$ cat src/rtl/triangle_mem_arbiter.sv
`default_nettype none
// ============================================================================
//  Module   : triangle_mem_arbiter
//  Purpose  : Shares the single-port triangle BRAM between the execute stage
//             (EXEC, port 0, loads and stores) and the rasterization
//             controller (RAST, port 1, loads only). Grants are issued
//             combinationally in the request cycle. Each read is tracked
//             through a READ_LATENCY-deep {valid, tag} pipeline so that the
//             returning data is steered only to the requester that issued it.
//
//  Ports    : clk, rst                     - clock, synchronous active-high reset
//             exec_req/we/addr/wdata       - EXEC request side
//             exec_gnt/rvalid/rdata        - EXEC grant and load return
//             rast_req/addr                - RAST read request side
//             rast_gnt/rvalid/rdata        - RAST grant and read return
//             mem_en/we/addr/wdata/rdata   - BRAM port
//             busy                         - at least one read in flight
//             exec_stall_rast              - (optional) RAST held off by EXEC
//
//  Options  : TRI_MEM_ARB_EXEC_PRIO_EN - when defined, EXEC has fixed
//             priority over RAST and the exec_stall_rast output is added.
//             When undefined, arbitration is round-robin.
//
//  Revision : 1.0 - initial release
// ============================================================================
module triangle_mem_arbiter #(
    parameter int ADDR_W       = 10,
    parameter int DATA_W       = 288,
    parameter int READ_LATENCY = 2     // legal range 1..4
) (
    input  logic              clk,
    input  logic              rst,

    // EXEC port
    input  logic              exec_req,
    input  logic              exec_we,
    input  logic [ADDR_W-1:0] exec_addr,
    input  logic [DATA_W-1:0] exec_wdata,
    output logic              exec_gnt,
    output logic              exec_rvalid,
    output logic [DATA_W-1:0] exec_rdata,

    // RAST port
    input  logic              rast_req,
    input  logic [ADDR_W-1:0] rast_addr,
    output logic              rast_gnt,
    output logic              rast_rvalid,
    output logic [DATA_W-1:0] rast_rdata,

    // BRAM port
    output logic              mem_en,
    output logic              mem_we,
    output logic [ADDR_W-1:0] mem_addr,
    output logic [DATA_W-1:0] mem_wdata,
    input  logic [DATA_W-1:0] mem_rdata,

`ifdef TRI_MEM_ARB_EXEC_PRIO_EN
    output logic              exec_stall_rast,
`endif
    output logic              busy
);

    // Index of the pipeline stage whose data coincides with mem_rdata.
    localparam int c_LAST = READ_LATENCY - 1;

    // Requester identity; also used as the tag stored with each read.
    typedef enum logic {
        PORT_EXEC = 1'b0,
        PORT_RAST = 1'b1
    } port_e;

    // ------------------------------------------------------------------------
    // State
    // ------------------------------------------------------------------------
    port_e                   last_gnt_q;
    port_e                   last_gnt_d;
    logic [READ_LATENCY-1:0] pipe_vld_q;   // bit i: read issued i+1 cycles ago
    logic [READ_LATENCY-1:0] pipe_tag_q;   // matching requester (1 = RAST)
    logic [DATA_W-1:0]       exec_hold_q;  // last data returned to EXEC
    logic [DATA_W-1:0]       rast_hold_q;  // last data returned to RAST

    // ------------------------------------------------------------------------
    // Combinational signals
    // ------------------------------------------------------------------------
    logic w_exec_win;
    logic w_rast_win;
    logic w_rd_gnt;
    logic w_ret_vld;
    logic w_ret_rast;

    // ------------------------------------------------------------------------
    // Arbitration. Grants are suppressed while in reset so that every output
    // is quiet during reset regardless of what the requesters drive.
    // ------------------------------------------------------------------------
    always_comb begin
        w_exec_win = 1'b0;
        w_rast_win = 1'b0;
        if (!rst) begin
`ifdef TRI_MEM_ARB_EXEC_PRIO_EN
            // Fixed priority: RAST only gets the memory when EXEC is idle.
            w_exec_win = exec_req;
            w_rast_win = rast_req & ~exec_req;
`else
            if (exec_req && rast_req) begin
                // Tie: the requester that did not win last time goes first.
                w_exec_win = (last_gnt_q == PORT_RAST);
                w_rast_win = (last_gnt_q == PORT_EXEC);
            end else begin
                w_exec_win = exec_req;
                w_rast_win = rast_req;
            end
`endif
        end
    end

    assign exec_gnt = w_exec_win;
    assign rast_gnt = w_rast_win;

`ifdef TRI_MEM_ARB_EXEC_PRIO_EN
    // exec_gnt is already forced low in reset, so this is 0 in reset too.
    assign exec_stall_rast = rast_req & w_exec_win;
`endif

    // Remember who was served last; only changes on a grant.
    always_comb begin
        last_gnt_d = last_gnt_q;
        if (w_exec_win) begin
            last_gnt_d = PORT_EXEC;
        end else if (w_rast_win) begin
            last_gnt_d = PORT_RAST;
        end
    end

    always_ff @(posedge clk) begin
        if (rst) begin
            last_gnt_q <= PORT_RAST;   // EXEC wins the first tie after reset
        end else begin
            last_gnt_q <= last_gnt_d;
        end
    end

    // ------------------------------------------------------------------------
    // Memory drive. RAST never writes, so the write strobe and write data
    // come only from an EXEC store; write data is zeroed otherwise.
    // ------------------------------------------------------------------------
    assign mem_en    = w_exec_win | w_rast_win;
    assign mem_we    = w_exec_win & exec_we;
    assign mem_wdata = mem_we ? exec_wdata : '0;

    always_comb begin
        mem_addr = '0;
        if (w_exec_win) begin
            mem_addr = exec_addr;
        end else if (w_rast_win) begin
            mem_addr = rast_addr;
        end
    end

    // A read is any RAST grant or an EXEC grant that is not a store.
    assign w_rd_gnt = w_rast_win | (w_exec_win & ~exec_we);

    // ------------------------------------------------------------------------
    // Read tracking pipeline: one shift per cycle, entry 0 takes the new read.
    // ------------------------------------------------------------------------
    generate
        if (READ_LATENCY == 1) begin : g_pipe_single
            always_ff @(posedge clk) begin
                if (rst) begin
                    pipe_vld_q <= '0;
                    pipe_tag_q <= '0;
                end else begin
                    pipe_vld_q <= w_rd_gnt;
                    pipe_tag_q <= w_rast_win;
                end
            end
        end else begin : g_pipe_multi
            always_ff @(posedge clk) begin
                if (rst) begin
                    pipe_vld_q <= '0;
                    pipe_tag_q <= '0;
                end else begin
                    pipe_vld_q <= {pipe_vld_q[READ_LATENCY-2:0], w_rd_gnt};
                    pipe_tag_q <= {pipe_tag_q[READ_LATENCY-2:0], w_rast_win};
                end
            end
        end
    endgenerate

    // ------------------------------------------------------------------------
    // Read return. The oldest pipeline entry lines up with mem_rdata; its tag
    // picks the destination. Data is passed straight through in the return
    // cycle and held in a per-port register afterwards so that the port not
    // being served keeps showing its previous data.
    // ------------------------------------------------------------------------
    assign w_ret_vld  = pipe_vld_q[c_LAST] & ~rst;
    assign w_ret_rast = pipe_tag_q[c_LAST];

    assign exec_rvalid = w_ret_vld & ~w_ret_rast;
    assign rast_rvalid = w_ret_vld &  w_ret_rast;

    always_ff @(posedge clk) begin
        if (rst) begin
            exec_hold_q <= '0;
            rast_hold_q <= '0;
        end else begin
            if (exec_rvalid) begin
                exec_hold_q <= mem_rdata;
            end
            if (rast_rvalid) begin
                rast_hold_q <= mem_rdata;
            end
        end
    end

    always_comb begin
        exec_rdata = exec_hold_q;
        rast_rdata = rast_hold_q;
        if (rst) begin
            exec_rdata = '0;
            rast_rdata = '0;
        end else begin
            if (exec_rvalid) begin
                exec_rdata = mem_rdata;
            end
            if (rast_rvalid) begin
                rast_rdata = mem_rdata;
            end
        end
    end

    // Any read still travelling through the pipeline.
    assign busy = (|pipe_vld_q) & ~rst;

endmodule
`default_nettype wire

$ cat config.mk
export PLATFORM = sky130hd
export DESIGN_NAME = triangle_mem_arbiter
export DESIGN_NICKNAME = d
export VERILOG_FILES = /design/src/rtl/triangle_mem_arbiter.sv
export SDC_FILE = /design/constraint.sdc
export NUM_CORES = 1
export LEC_CHECK = 0
export ABC_AREA = 1
export CAP_MARGIN = 30
export CELL_PAD_IN_SITES_DETAIL_PLACEMENT = 1
export CELL_PAD_IN_SITES_GLOBAL_PLACEMENT = 1
export CORE_AREA = 4 4 578 580
export CTS_CLUSTER_DIAMETER = 200
export DETAILED_ROUTE_END_ITERATION = 10
export DIE_AREA = 0 0 582 584
export PLACE_DENSITY_LB_ADDON = 0.1
export SYNTH_ARGS = -nofsm -noshare
export SYNTH_HDL_FRONTEND = slang
export SYNTH_SLANG_ARGS = --single-unit
export TNS_END_PERCENT = 1
$ cat constraint.sdc
create_clock -name clk -period 2.71 [get_ports clk]
set_input_delay 0.813 -clock clk [delete_from_list [all_inputs] [get_ports clk]]
set_output_delay 0.813 -clock clk [all_outputs]
set_load 0.01 [all_outputs]
-- Yosys cells after proc, flatten, opt, wreduce, memory -nomap -nowiden
Cells that the tools add are included.
- register bits: 581
- word-level logic and storage cells: 33
- output and inout bits: 881
- bitwise logic cells: 12
- reduce and logical (&&, ||, !) cells: 3
- multiplexer cells: 13
- operators with widths (cell ; number):
    288-bit two-way mux ; 5
    10-bit two-way mux ; 2
    1-bit bitwise AND ; 6
    1-bit two-way mux ; 6
    1-bit inverter ; 4
    1-bit OR ; 2
    2-bit nonzero test ; 1
    2-bit OR reduction ; 1
    1-bit logical AND ; 1

-- Longest topological paths before layout
Gate-level depths: netlist of the first run.
- depth in word-level cells: 5
- mapped depth: 8

-- Least setup slack after synthesis of the first run
No wires, ideal clock.
- path type: input -> output
- start point: in rst
- end point: out mem_wdata[278]
- required time: 1897 ps
- path slack: 187 ps
- cell stages on the path: 7
- data arrival time: 1710 ps
- path buffers: 4
- cell sequence: buf_6 > nor2_4 > nand3_2 > buf_6 > buf_6 > buf_2 > nor2_1
- longest elaborated chain between the ends: 3
- ends and longest elaborated chain (item ; line ; text):
    start, declared ; 32 ; input logic rst,
    1-bit two-way mux ; 98 ; if (!rst) begin
    1-bit bitwise AND ; 147 ; assign mem_we = w_exec_win & exec_we;
    288-bit two-way mux ; 148 ; assign mem_wdata = mem_we ? exec_wdata : '0;
    end, declared ; 54 ; output logic [DATA_W-1:0] mem_wdata,
No other way between the ends.

-- Worst setup path after layout of the first run
- start point: reg pipe_vld_q[1]
- end point: out rast_rdata[130]
- longest elaborated chain between the ends: 4
- ends and longest elaborated chain (item ; line ; text):
    start, declared ; 77 ; logic [READ_LATENCY-1:0] pipe_vld_q;
    start signal, assigned ; 182 ; pipe_vld_q <= {pipe_vld_q[READ_LATENCY-2:0], w_rd_gnt};
    1-bit bitwise AND ; 195 ; assign w_ret_vld = pipe_vld_q[c_LAST] & ~rst;
    1-bit bitwise AND ; 199 ; assign rast_rvalid = w_ret_vld & w_ret_rast;
    288-bit two-way mux (2 in series) ; -- ;
    end, declared ; 48 ; output logic [DATA_W-1:0] rast_rdata,
No other way between the ends.

==> impl_results.md, run 1 <==
- Mapped Nets: between 5,000 and 6,000
- Final wirelength: roughly 260,000 um
- RSZ-0062 raised after global routing: yes
- FF-to-FF setup slack: 730 ps
- Largest net degree at the start of global routing: 64
- Max Cap Viol: 0
- Layout cells sized above 1: 22.3%
- Port bufs: approximately 1,500
- Total congestion overflow: 0
- Pre-Repair DR Iteration Count: 5
- TritonCTS Buffers: 98
- Fillers: 39,300
- Buffers plus inverters on the worst setup path: 5
- Clock skew: about 63 ps
- Max_slew headroom: a little under three fifths
- Crit path depth: 7
- First-pass GRT wire length: between 300,000 and 400,000 um
- Yosys cell types: 18
- Clock Tree Buf Depth: 4
- CP Max Fanout: 27
- Failing checks: setup timing
- Fin worst setup slack: -896 ps
- Setup-failing EPs final: 880
- Sw Share: 29.3%
- Total Power Consumption: 25.5 mW
- Psw: between 7 and 8 mW
- Outcome: complete, but fails checks
- Reg2Reg Capture Point: rast_hold_q[130]$_DFF_P_
- Setup crit start kind: flop
- Reg clk slew, reported paths: 60 ps
- Highest-delay cell along the critical path: dfxtp_4
- YS warnings: 0
- Critical R2R Launch: pipe_vld_q[1]$_SDFF_PP0_
- FF+latch count, synth: between 500 and 600
- Top cell by count, worst path: buf_12
- CP Launch Point: pipe_vld_q[1]$_SDFF_PP0_
- Final core utilization: between 10% and 20%
- Initial antenna violation count: 118
- Cell-internal power: 18.0 mW
- GRT Total Usage: 14.5%
- Leakage power total: 24.8 nW
- Power density cells: 461 nW/um2
- Hold_ws: 424 ps
- Die Span X: 582 um
- Core area: approximately 330,000 um2
- Post-DRT Antenna Nets: 0
- Dpl cells: 10,400
- Worst-case reg-to-reg path depth: 6
- Vias per Instance: 3.31
- Cell family with most CP delay: buffers and inverters
- Hpwl dp: roughly 210,000 um
- Register area share after synthesis: 40.4%
- Post-Syn Area: ~29,000 um2
- Combinational power share: 17.2%
- Die area: roughly 340,000 um2
- Total clock sinks: 581
- Crit path kind: flop to primary output
- Vias in the first global route: around 37,000
- Via count: 35,100
- CP Capture Type: primary output
- Slew Limit Fails: 0
- IO Pins: 1,482
- Fmax: 277 MHz
- Num rows: 211
- Root Buffer: clkbuf_16
- Worst slew pin tran: 658 ps
- Post-Layout Cell Count: 10,600
- Class of the worst hold path: flop to flop
- Fin crit period: roughly 3600 ps
- Worst skew pair latency: 810 ps
- Peak supply drop: slightly above 0.4 mV
- Sequential power share: 34.5%
- Crit path largest cell delay: ~410 ps
- Mapped Cells: 4,453
- CTS tree: done
- Syn_area_per_cell: between 6 and 7 um2
- Area Overhead vs Synth: 92.2%
- Part of the power in the clock network: 48.3%
- Gpl congestion: between 0.9 and 1
- H-tree level count: 3
- Wirelength per Cell: 24.6 um
- Initial Utilization: 8.75%
- Initial DRC count: about 1,200
- Worst-path cell chain: buf_12 -> buf_4 -> buf_12 -> buf_4 -> nand4_1 -> nand2_2 -> buf_12
- Final hold viol count: 0
- Final worst path period share: 133%
- WP data arrival: 2790 ps
- Die Y: 584 um
- Post-Place Worst Slack: -1140 ps
- DRC viols: 0
- Critical Path End: rast_rdata[130]
- Fin nets: 6,741
- Critical Path RT: 1900 ps
==> repair_timing <==
action | 4_1_cts | 5_1_grt
gates cloned | 1 | 10
pin swaps | 2 | 15
setup endpoints to repair | 881 | 881
hold buffers | 0 | 0
buffers inserted | 6 | 6
gates resized for setup | 707 | 698
==> placed cells by master (no fill, tap or decap), drive strengths merged <==
cell | Yosys | final
buf | 254 | 784
bufinv | 0 | 1
clkbuf | 103 | 273
clkdlybuf4s15 | 0 | 52
clkdlybuf4s18 | 0 | 2
clkdlybuf4s50 | 0 | 934
clkinv | 0 | 10
clkinvlp | 0 | 1
dfxtp | 581 | 581
diode | 0 | 23
dlygate4sd2 | 0 | 20
dlymetal6s2s | 0 | 32
inv | 876 | 878
nand2 | 1167 | 1167
nand3 | 14 | 14
nand3b | 1 | 1
nand4 | 586 | 586
nor2 | 870 | 870
nor3 | 1 | 1
==> cells in the mapped netlist <==
cell / instances / area, um2
nor3_1: 1 / 5.00
buf_6: 26 / 293
nand2_1: 1167 / 4380
nor2_2: 180 / 1130
nand3b_1: 1 / 7.51
clkbuf_1: 103 / 387
buf_1: 9 / 33.8
nand3_2: 1 / 10.0
inv_2: 2 / 7.51
buf_2: 201 / 1010
buf_4: 16 / 120
buf_12: 2 / 40.0
nand3_1: 13 / 65.1
inv_1: 874 / 3280
dfxtp_1: 581 / 11600
nor2_1: 669 / 2510
nor2_4: 21 / 236
nand4_1: 586 / 3670
==> how the worst min path moves through the flow <==
stage,start,to,slack [ps],cells past startpoint
after floorplan,pipe_tag_q[0]$_SDFF_PP0_,pipe_tag_q[1]$_SDFF_PP0_,390,2
after global placement,pipe_tag_q[0]$_SDFF_PP0_,pipe_tag_q[1]$_SDFF_PP0_,420,2
after detailed placement,pipe_tag_q[0]$_SDFF_PP0_,pipe_tag_q[1]$_SDFF_PP0_,420,2
after CTS,rst,rast_hold_q[170]$_DFF_P_,420,4
after global routing,exec_we,pipe_vld_q[0]$_SDFF_PP0_,380,3
final,pipe_tag_q[0]$_SDFF_PP0_,pipe_tag_q[1]$_SDFF_PP0_,420,2
==> tightest hold or removal path, stage by stage, from the launching register on <==
cell	delay, ps
dfxtp_1	290
inv_1	40
nor2_1	40
==> stage by stage <==
step	instance area, um2	setup TNS (ps)
after CTS	55500	-787700
final	55400	-478080
after floorplan	28800	0
after detailed placement	52200	-614430
after global placement	52200	-609880
after global routing	55300	-664270
==> cell type report <==
| class | instances | area (um2) | area share [%] |
|---|---|---|---|
| flip-flops and latches | 581 | 11600 | 21.0 |
| repair buffers | 1944 | 19600 | 35.4 |
| clock inverters | 14 | 128 | 0.231 |
| multi-input cells | 2639 | 12300 | 22.2 |
| well taps | 4366 | 5460 | 9.87 |
| diodes | 23 | 57.6 | 0.104 |
| inverters | 876 | 3300 | 5.97 |
| clock buffers | 153 | 2860 | 5.17 |
==> metal layers <==
metal	global-route usage, %	wire [um]
met5	0	478
met1	14.9	94700
met4	5.09	10200
met3	5.53	21500
met2	26.8	134000
==> kinds of logic (layout without fill, tap and decap cells) <==
family	Yosys count	count (layout)	synth area share (%)
buf+inv	1233	2987	17.9
flops	581	581	40.4
other cells	0	23	0
simple gates	2639	2639	41.7
==> registers in the layout (all words and copies together), names as in the netlist <==
register / flops
exec_hold_q: 288
rast_hold_q: 288
pipe_tag_q: 2
pipe_vld_q: 2
last_gnt_q: 1
==> power groups by stage <==
| stage | Sequential, mW | Combinational, mW | Clock [mW] |
|---|---|---|---|
| after global placement | 9.00 | 4.51 | 0 |
| after CTS | 8.82 | 4.53 | 13.1 |
| after floorplan | 8.98 | 1.31 | 0 |
| after global routing | 8.83 | 4.71 | 13.4 |
| after detailed placement | 9.00 | 4.47 | 0 |
| final | 8.82 | 4.38 | 12.3 |
Power figures use the tool's default switching activity.
==> run 2: changes to the inputs <==
GPL_ROUTABILITY_DRIVEN = 0   (was not set)
==> results of run 2 <==
Final layout, timing and power as in run 1 (identical DEF).
